### config.mk
export PLATFORM = sky130hd
export DESIGN_NAME = kart_physics_engine
export DESIGN_NICKNAME = d
export VERILOG_FILES = /design/src/rtl/kart_physics_pkg.sv /design/src/rtl/heading_trig_lut.sv /design/src/rtl/kart_physics_engine.sv
export SDC_FILE = /design/constraint.sdc
export NUM_CORES = 1
export LEC_CHECK = 0
export CAP_MARGIN = 20
export CORE_MARGIN = 2
export CORE_UTILIZATION = 40
export DETAILED_ROUTE_END_ITERATION = 6
export PLACE_DENSITY = 0.65
export SYNTH_ARGS = -nofsm -noshare
export SYNTH_HDL_FRONTEND = slang
export SYNTH_SLANG_ARGS = --single-unit
### constraint.sdc
create_clock -name clk -period 7.2 [get_ports clk]
set_input_delay 1.44 -clock clk [delete_from_list [all_inputs] [get_ports clk]]
set_output_delay 1.44 -clock clk [all_outputs]
set_load 0.01 [all_outputs]
### src/rtl/kart_physics_pkg.sv
// Shared codes and helpers for the kart physics engine.
// Game-state/operation encodings, step FSM encoding and the Q1.6 cosine table.
package kart_physics_pkg;

  localparam logic [2:0] ST_IDLE      = 3'd0;
  localparam logic [2:0] ST_SETTING   = 3'd1;
  localparam logic [2:0] ST_COUNTDOWN = 3'd3;
  localparam logic [2:0] ST_RACING    = 3'd4;
  localparam logic [2:0] ST_PAUSE     = 3'd5;
  localparam logic [2:0] ST_FINISH    = 3'd6;

  localparam logic [2:0] OP_NIL      = 3'd0;
  localparam logic [2:0] OP_FORWARD  = 3'd1;
  localparam logic [2:0] OP_BACKWARD = 3'd2;
  localparam logic [2:0] OP_LEFT     = 3'd3;
  localparam logic [2:0] OP_RIGHT    = 3'd4;

  localparam int LUT_SCALE_SHIFT = 6;

  typedef enum logic [1:0] {
    P_IDLE  = 2'd0,
    P_VEL   = 2'd1,
    P_MOVE  = 2'd2,
    P_CLAMP = 2'd3
  } phys_state_t;

  typedef logic signed [7:0] trig_t;

  // 16 headings of 22.5 deg, +-64 = +-1.0; sine is the same table shifted by a quarter turn.
  function automatic trig_t cos_q6(input logic [3:0] idx);
    case (idx)
      4'd0:    cos_q6 =  8'sd64;
      4'd1:    cos_q6 =  8'sd59;
      4'd2:    cos_q6 =  8'sd45;
      4'd3:    cos_q6 =  8'sd24;
      4'd4:    cos_q6 =  8'sd0;
      4'd5:    cos_q6 = -8'sd24;
      4'd6:    cos_q6 = -8'sd45;
      4'd7:    cos_q6 = -8'sd59;
      4'd8:    cos_q6 = -8'sd64;
      4'd9:    cos_q6 = -8'sd59;
      4'd10:   cos_q6 = -8'sd45;
      4'd11:   cos_q6 = -8'sd24;
      4'd12:   cos_q6 =  8'sd0;
      4'd13:   cos_q6 =  8'sd24;
      4'd14:   cos_q6 =  8'sd45;
      4'd15:   cos_q6 =  8'sd59;
      default: cos_q6 =  8'sd0;
    endcase
  endfunction

endpackage

### src/rtl/heading_trig_lut.sv
// Combinational heading -> (sin, cos) lookup in signed Q1.6.
// Heading 0 points along +x; headings advance clockwise with screen y pointing down.
module heading_trig_lut
  import kart_physics_pkg::*;
#(
  parameter int ANGLE_W = 4
) (
  input  logic [ANGLE_W-1:0] angle,
  output trig_t              sin_val,
  output trig_t              cos_val
);

  logic [3:0] idx_s;

  if (ANGLE_W >= 4) begin : g_idx_trunc
    assign idx_s = angle[ANGLE_W-1 -: 4];
  end else begin : g_idx_pad
    assign idx_s = {angle, {(4-ANGLE_W){1'b0}}};
  end

  // sin(a) = cos(a - 90 deg), i.e. four table steps back
  always_comb begin
    cos_val = cos_q6(idx_s);
    sin_val = cos_q6(idx_s - 4'd4);
  end

endmodule

### src/rtl/kart_physics_engine.sv
// Per-kart motion integrator: one physics step (velocity, move, clamp) per accepted frame tick.
// Optional boost meter enabled by defining BOOST_METER_EN.
module kart_physics_engine
  import kart_physics_pkg::*;
#(
  parameter int POS_W            = 10,
  parameter int FRAC_W           = 4,
  parameter int SPEED_W          = 8,
  parameter int ANGLE_W          = 4,
  parameter int MAP_MAX_X        = 320,
  parameter int MAP_MAX_Y        = 240,
  parameter int START_X          = 0,
  parameter int START_Y          = 0,
  parameter int START_ANGLE      = 0,
  parameter int ACCEL            = 5,
  parameter int BRAKE            = 8,
  parameter int FRICTION         = 2,
  parameter int BOOST_ACCEL      = 20,
  parameter int MAX_SPEED        = 64,
  parameter int BOOST_MAX_SPEED  = 128,
  parameter int BOOST_CAP        = 255,
  parameter int BOOST_REFILL_DIV = 4
) (
  input  logic               clk,
  input  logic               rst,
  input  logic               tick,
  input  logic [2:0]         state,
  input  logic [2:0]         operation_code,
  input  logic               boost,
  output logic [POS_W-1:0]   pos_x,
  output logic [POS_W-1:0]   pos_y,
  output logic [ANGLE_W-1:0] angle,
  output logic [SPEED_W-1:0] speed,
  output logic               busy,
  output logic               upd_valid,
  output logic               hit_wall,
  output logic [7:0]         boost_level
);

  localparam int PFW  = POS_W + FRAC_W;
  localparam int SW1  = SPEED_W + 1;
  localparam int PRW  = SW1 + 8;
  localparam int SUMW = PFW + PRW;
  localparam logic [PFW-1:0]         START_X_FX = PFW'(START_X << FRAC_W);
  localparam logic [PFW-1:0]         START_Y_FX = PFW'(START_Y << FRAC_W);
  localparam logic signed [SUMW-1:0] MAX_X_SUM  = SUMW'((MAP_MAX_X - 1) << FRAC_W);
  localparam logic signed [SUMW-1:0] MAX_Y_SUM  = SUMW'((MAP_MAX_Y - 1) << FRAC_W);
  localparam logic [ANGLE_W-1:0]     ANG_ONE    = ANGLE_W'(1);

  phys_state_t p_state_r, p_next_s;
  logic accept_s, vel_en_s, move_en_s, clamp_en_s;

  logic [2:0]                lat_state_r, lat_op_r;
  logic                      lat_boost_r, eff_boost_s;
  logic [PFW-1:0]            x_fx_r, y_fx_r, nx_s, ny_s;
  logic [ANGLE_W-1:0]        ang_r, ang_next_s;
  logic [SPEED_W-1:0]        spd_r;
  logic [SW1-1:0]            spd_ext_s, cap_s, fric_s, decay_s, base_s, spd_next_s;
  logic signed [PRW-1:0]     prod_x_s, prod_y_s, dx_r, dy_r;
  logic signed [SUMW-1:0]    sum_x_s, sum_y_s;
  logic                      hx_s, hy_s, hit_r, publish_r;
  trig_t                     sin_s, cos_s;

  heading_trig_lut #(.ANGLE_W(ANGLE_W)) u_trig (
    .angle   (ang_r),
    .sin_val (sin_s),
    .cos_val (cos_s)
  );

`ifdef BOOST_METER_EN
  logic [7:0] meter_r, refill_cnt_r;
  assign eff_boost_s = lat_boost_r && (meter_r != 8'd0);
`else
  logic [7:0] cfg_unused_s;
  assign eff_boost_s  = lat_boost_r;
  assign cfg_unused_s = 8'(BOOST_CAP) ^ 8'(BOOST_REFILL_DIV);
`endif

  // Step FSM state register
  always_ff @(posedge clk) begin
    if (!rst) p_state_r <= P_IDLE;
    else      p_state_r <= p_next_s;
  end

  // Step FSM next state; ticks outside P_IDLE are ignored
  always_comb begin
    p_next_s = p_state_r;
    case (p_state_r)
      P_IDLE:  if (tick) p_next_s = P_VEL; else p_next_s = P_IDLE;
      P_VEL:   p_next_s = P_MOVE;
      P_MOVE:  p_next_s = P_CLAMP;
      P_CLAMP: p_next_s = P_IDLE;
      default: p_next_s = P_IDLE;
    endcase
  end

  // Step FSM stage enables
  always_comb begin
    accept_s   = 1'b0;
    vel_en_s   = 1'b0;
    move_en_s  = 1'b0;
    clamp_en_s = 1'b0;
    case (p_state_r)
      P_IDLE:  accept_s   = tick;
      P_VEL:   vel_en_s   = 1'b1;
      P_MOVE:  move_en_s  = 1'b1;
      P_CLAMP: clamp_en_s = 1'b1;
      default: accept_s   = 1'b0;
    endcase
  end

  // Velocity stage: new speed and heading from the latched command
  always_comb begin
    spd_ext_s  = {1'b0, spd_r};
    cap_s      = eff_boost_s ? SW1'(BOOST_MAX_SPEED) : SW1'(MAX_SPEED);
    fric_s     = (spd_ext_s > SW1'(FRICTION)) ? spd_ext_s - SW1'(FRICTION) : {SW1{1'b0}};
    decay_s    = (fric_s < cap_s) ? cap_s : fric_s;
    base_s     = spd_ext_s;
    ang_next_s = ang_r;
    spd_next_s = spd_ext_s;
    case (lat_state_r)
      ST_RACING: begin
        case (lat_op_r)
          OP_FORWARD:  base_s = spd_ext_s + (eff_boost_s ? SW1'(BOOST_ACCEL) : SW1'(ACCEL));
          OP_BACKWARD: base_s = (spd_ext_s > SW1'(BRAKE)) ? spd_ext_s - SW1'(BRAKE) : {SW1{1'b0}};
          OP_LEFT:     ang_next_s = ang_r - ANG_ONE;
          OP_RIGHT:    ang_next_s = ang_r + ANG_ONE;
          OP_NIL:      base_s = fric_s;
          default:     base_s = spd_ext_s;
        endcase
        // above the cap (boost just ended) bleed off by friction, but let the brake bite harder
        if (spd_ext_s > cap_s) begin
          spd_next_s = (base_s < decay_s) ? base_s : decay_s;
        end else begin
          spd_next_s = (base_s > cap_s) ? cap_s : base_s;
        end
      end
      ST_IDLE, ST_SETTING: begin
        spd_next_s = {SW1{1'b0}};
        ang_next_s = ANGLE_W'(START_ANGLE);
      end
      ST_COUNTDOWN, ST_FINISH: spd_next_s = {SW1{1'b0}};
      default: spd_next_s = spd_ext_s;
    endcase
  end

  assign prod_x_s = PRW'($signed(spd_ext_s)) * PRW'(cos_s);
  assign prod_y_s = PRW'($signed(spd_ext_s)) * PRW'(sin_s);
  assign sum_x_s  = $signed({{(SUMW-PFW){1'b0}}, x_fx_r}) + SUMW'(dx_r);
  assign sum_y_s  = $signed({{(SUMW-PFW){1'b0}}, y_fx_r}) + SUMW'(dy_r);

  // Clamp stage: keep both axes inside the map
  always_comb begin
    hx_s = 1'b0;
    hy_s = 1'b0;
    if (sum_x_s[SUMW-1]) begin
      nx_s = {PFW{1'b0}};
      hx_s = 1'b1;
    end else if (sum_x_s > MAX_X_SUM) begin
      nx_s = PFW'(MAX_X_SUM);
      hx_s = 1'b1;
    end else begin
      nx_s = sum_x_s[PFW-1:0];
    end
    if (sum_y_s[SUMW-1]) begin
      ny_s = {PFW{1'b0}};
      hy_s = 1'b1;
    end else if (sum_y_s > MAX_Y_SUM) begin
      ny_s = PFW'(MAX_Y_SUM);
      hy_s = 1'b1;
    end else begin
      ny_s = sum_y_s[PFW-1:0];
    end
  end

  // Physics datapath: latch, velocity, move, clamp
  always_ff @(posedge clk) begin
    if (!rst) begin
      lat_state_r <= ST_IDLE;
      lat_op_r    <= OP_NIL;
      lat_boost_r <= 1'b0;
      x_fx_r      <= START_X_FX;
      y_fx_r      <= START_Y_FX;
      ang_r       <= ANGLE_W'(START_ANGLE);
      spd_r       <= {SPEED_W{1'b0}};
      dx_r        <= {PRW{1'b0}};
      dy_r        <= {PRW{1'b0}};
      hit_r       <= 1'b0;
      publish_r   <= 1'b0;
    end else begin
      publish_r <= clamp_en_s;
      if (accept_s) begin
        lat_state_r <= state;
        lat_op_r    <= operation_code;
        lat_boost_r <= boost;
      end
      if (vel_en_s) begin
        spd_r <= spd_next_s[SPEED_W-1:0];
        ang_r <= ang_next_s;
      end
      if (move_en_s) begin
        dx_r <= prod_x_s >>> LUT_SCALE_SHIFT;
        dy_r <= prod_y_s >>> LUT_SCALE_SHIFT;
      end
      if (clamp_en_s) begin
        hit_r <= 1'b0;
        if (lat_state_r == ST_RACING) begin
          x_fx_r <= nx_s;
          y_fx_r <= ny_s;
          hit_r  <= hx_s | hy_s;
          if (hx_s | hy_s) spd_r <= {SPEED_W{1'b0}};
        end else if (lat_state_r == ST_IDLE || lat_state_r == ST_SETTING) begin
          x_fx_r <= START_X_FX;
          y_fx_r <= START_Y_FX;
        end
      end
    end
  end

`ifdef BOOST_METER_EN
  // Boost meter: drains on boosted moves, refills slowly on the other accepted ticks
  always_ff @(posedge clk) begin
    if (!rst) begin
      meter_r      <= 8'(BOOST_CAP);
      refill_cnt_r <= 8'd0;
    end else if (vel_en_s) begin
      if (lat_state_r == ST_RACING && lat_op_r != OP_NIL && lat_boost_r) begin
        if (meter_r != 8'd0) meter_r <= meter_r - 8'd1;
      end else if (refill_cnt_r >= 8'(BOOST_REFILL_DIV - 1)) begin
        refill_cnt_r <= 8'd0;
        if (meter_r < 8'(BOOST_CAP)) meter_r <= meter_r + 8'd1;
      end else begin
        refill_cnt_r <= refill_cnt_r + 8'd1;
      end
    end
  end
`endif

  // Published outputs: refreshed one cycle after the clamp stage
  always_ff @(posedge clk) begin
    if (!rst) begin
      pos_x     <= START_X_FX[PFW-1:FRAC_W];
      pos_y     <= START_Y_FX[PFW-1:FRAC_W];
      angle     <= ANGLE_W'(START_ANGLE);
      speed     <= {SPEED_W{1'b0}};
      busy      <= 1'b0;
      upd_valid <= 1'b0;
      hit_wall  <= 1'b0;
    end else begin
      busy      <= (p_next_s != P_IDLE);
      upd_valid <= publish_r;
      hit_wall  <= publish_r & hit_r;
      if (publish_r) begin
        pos_x <= x_fx_r[PFW-1:FRAC_W];
        pos_y <= y_fx_r[PFW-1:FRAC_W];
        angle <= ang_r;
        speed <= spd_r;
      end
    end
  end

`ifdef BOOST_METER_EN
  // Published boost meter
  always_ff @(posedge clk) begin
    if (!rst)           boost_level <= 8'(BOOST_CAP);
    else if (publish_r) boost_level <= meter_r;
  end
`else
  assign boost_level = 8'd0;
`endif

endmodule

==> results by group <==
Logic synthesis
  • Post-Synth Simple-Gate Area: 0.190
  • Yosys warnings: 0
  • Synth Area in XOR/XNOR: 0.0393
  • Unique cell type count in the Yosys netlist: 85
  • Mapped Avg Cell Area: 8.41 um2
  • Mux share of post-synthesis cell area: 0.0490
  • Ys flop type: dfxtp_1
  • Largest cells by area after synthesis: dfxtp_1 20%, ha_1 17%, fa_1 13%
  • Compound-Gate Fraction of Synth Area: 0.155
  • Register area share after synthesis: 0.204
  • Synthesized instance count: 1351
  • Largest family of logic cells by synthesized area: adder cells
  • Synth Area in Adders: 0.294
  • Top-area cell type share of the netlist area: 0.204
  • Synth area leader: dfxtp_1
  • Post-Syn Area: 11400 um2
  • Ys async rst share: 0
  • Number of synthesized register bits: 116
  • Number of synthesized flops with an enable pin: 0

GRT
  • Number of global-route vias before repair: 9206
  • Initial antenna violation count: 0
  • Overflow after GRT: 0
  • First-pass GRT wire length: 46900 um
  • Total GRT Usage: 0.191
  • Largest net degree at the start of global routing: 78

Die
  • Die area: 29800 um2
  • Initial core utilization: 0.408
  • Die H: 173 um
  • Num rows: 61
  • IO Pins: 53
  • Chip Width: 173 um
  • Core Area: 27900 um2

Power and ir drop
  • Leak: 5.86 nW
  • Worst vdd ir: 0.165 mV
  • Pwr dens: 147 nW/um2

Finish
  • Most frequent cells in the layout: 160 x nand2_1, 150 x ha_1, 127 x inv_1
  • Area Growth Syn to Fin: 12.4%
  • Antenna Cells: 0
  • Commonest non-fill, non-tap cell in the layout: nand2_1
  • Share of layout cells above drive strength 1: 0.0500
  • Nets: 1601
  • Filler Cell Count: 2693

STA
  • Fin. max-slew vios: 0
  • Final period utilization: 0.796
  • Fin Clk Skew: 0.0103 ns
  • Final Critical Period: 5.73 ns
  • Worst slew margin: 0.290
  • Slew @ Worst Pin: 1.06 ns
  • Max frequency: 175 MHz
  • Worst setup margin: 1.47 ns
  • RSZ-0062 raised after global routing: false
  • Setup violators final: 0
  • TNS Setup: 0 ns
  • Fin. Hold Viols: 0

Place
  • Placer Congestion: 0.899
  • Port Buf Inserts: 44
  • Pre-CTS setup slack: 1.55 ns
  • Hpwl dp: 20700 um

Worst setup path
  • CP Launch Type: flip-flop
  • Capture point of the worst path: dy_r[8]
  • Setup Crit Path Kind: flip-flop to flip-flop
  • Crit path from: ang_r[3]
  • Reg2Reg Launch Point: ang_r[3]
  • FF-to-FF setup slack: 1.47 ns
  • Req. time, crit path: 7.52 ns
  • Crit path DAT: 6.05 ns
  • Worst R2R Path Depth: 22
  • FF-to-FF End: dy_r[8]
  • CP endpoint kind: flip-flop
  • Crit Path Max Fanout: 11

Clocking
  • Clk root buf: clkbuf_16
  • CTS sink count: 116
  • CTS tree: done
  • Resize count post-CTS: 0
  • CTS max path bufs: 2
  • Setup Buffers After CTS: 0
  • Clk pin slew, worst setup/hold paths: 0.06 ns
  • Clock latency on the worst-skew pair: 0.43 ns
  • TritonCTS Buffers: 17
  • # hold bufs at CTS: 0
  • H-tree depth: 4

Drt
  • Wirelength per Cell: 15.7 um
  • DRT Pass-1 Iters: 6
  • Routed Antenna Nets: 0
  • Residual DRC count: 0
  • Routed vias/inst: 5.35
  • Via count: 9410
  • DRT iter0 DRCs: 601
  • Routed wire length: 27600 um

Outcome
  • Status: completed

Worst hold path
  • Hold Crit Class: flip-flop to flip-flop
  • Critical hold path startpoint: x_fx_r[0]

Job
  • Max Cap Viol: 0
==> stage by stage <==
step           hold slack [ns]  instances   util  area (um2)  power (mW)
6_report                 0.450       1758  0.458       12800        1.88
5_1_grt                  0.484       1758  0.458       12800        1.96
4_1_cts                  0.457       1757  0.458       12700        1.90
3_5_place_dp             0.446       1726  0.434       12100       0.924
3_3_place_gp             0.441       1726  0.434       12100       0.921
2_1_floorplan            0.427       1358      -       11400       0.863
==> worst min path at each step <==
| stage | to | slack [ns] | cells after the start |
|---|---|---|---|
| floorplan | x_fx_r[0] | 0.43 | 2 |
| global placement | x_fx_r[0] | 0.44 | 2 |
| detailed placement | x_fx_r[3] | 0.45 | 2 |
| CTS | x_fx_r[3] | 0.46 | 2 |
| global route | x_fx_r[0] | 0.48 | 2 |
| finish | x_fx_r[0] | 0.45 | 2 |
==> layer usage <==
| layer | up-vias | wire length, um | GRT usage |
|---|---|---|---|
| met2 | 232 | 12700 | 0.307 |
| met1 | 4496 | 13100 | 0.262 |
| li1 | 4641 | - | - |
| met4 | 0 | 654 | 0.0556 |
| met3 | 41 | 1260 | 0.0358 |
| met5 | - | 0 | 0 |
==> where the power goes <==
part,switching (mW),leakage [nW],internal [mW],total [mW]
Combinational,0.148,4.60,0.0836,0.231
Clock,0.303,0.325,0.665,0.968
Sequential,0.0279,0.937,0.656,0.684
==> kinds of logic (layout without fill, tap and decap cells) <==
family                   Yosys count  after routing
AND/OR/NAND/NOR                  458            458
AO/OA/AOI/OAI                    255            255
adder cells (fa/ha/maj)          223            223
buffers and inverters            193            215
flip-flops                       116            116
multiplexers                      54             54
XOR/XNOR                          51             51
other                              1              8
==> flip-flops by register name, summed over array words and instances, names as in the netlist, 2 cells and up <==
name,cells
x_fx_r,14
y_fx_r,14
dx_r,11
dy_r,11
pos_x,10
pos_y,10
spd_r,8
speed,8
u_trig.cos_val,8
ang_r,4
angle,4
lat_op_r,3
lat_state_r,3
p_state_r,2
==> area by class of cell <==
class	instances	area, um2	share of cell area
clock buffer	22	464	0.0364
clock inverter	9	199	0.0156
inverter	130	488	0.0382
multi-input combinational	1049	8290	0.649
sequential	116	2320	0.182
tap	378	473	0.0370
timing repair buffer	54	528	0.0414
==> critical path, cell delays in order (launching register included) <==
cell      delay, ns
dfxtp_1        0.54
inv_1          0.20
nor3_1         0.17
a21oi_1        0.06
o21ai_1        0.61
nand2_1        0.18
fa_1           0.42
inv_1          0.09
fa_1           0.40
ha_1           0.30
inv_1          0.05
fa_1           0.52
inv_1          0.04
ha_1           0.27
nand2_1        0.06
o21bai_1       0.10
a21o_1         0.21
a21oi_1        0.29
o21a_1         0.29
o21ai_0        0.17
o21ai_0        0.23
mux2i_1        0.10
a311o_1        0.32
==> synthesized netlist by cell type (4+ instances only) <==
cell type,n
o21a_1,4
xor2_1,22
buf_2,9
mux2i_1,50
xnor2_1,29
fa_1,73
a21o_1,15
and3_1,8
nor2b_1,11
clkbuf_1,35
or3_1,13
nand2_1,160
nand4_1,12
o21ai_1,5
o31ai_1,4
ha_1,150
a31oi_1,7
nand2b_1,9
o21ai_0,46
or2_2,5
and2_1,53
buf_4,8
nor2_1,115
nor3b_1,5
o2111ai_1,5
o211ai_1,16
nand3_1,28
o21bai_1,10
inv_1,128
buf_1,10
a211oi_1,5
a21boi_0,5
nor3_1,24
dfxtp_1,116
a32oi_1,5
a21oi_1,78
Note: power is estimated with default switching activity, not from simulation.
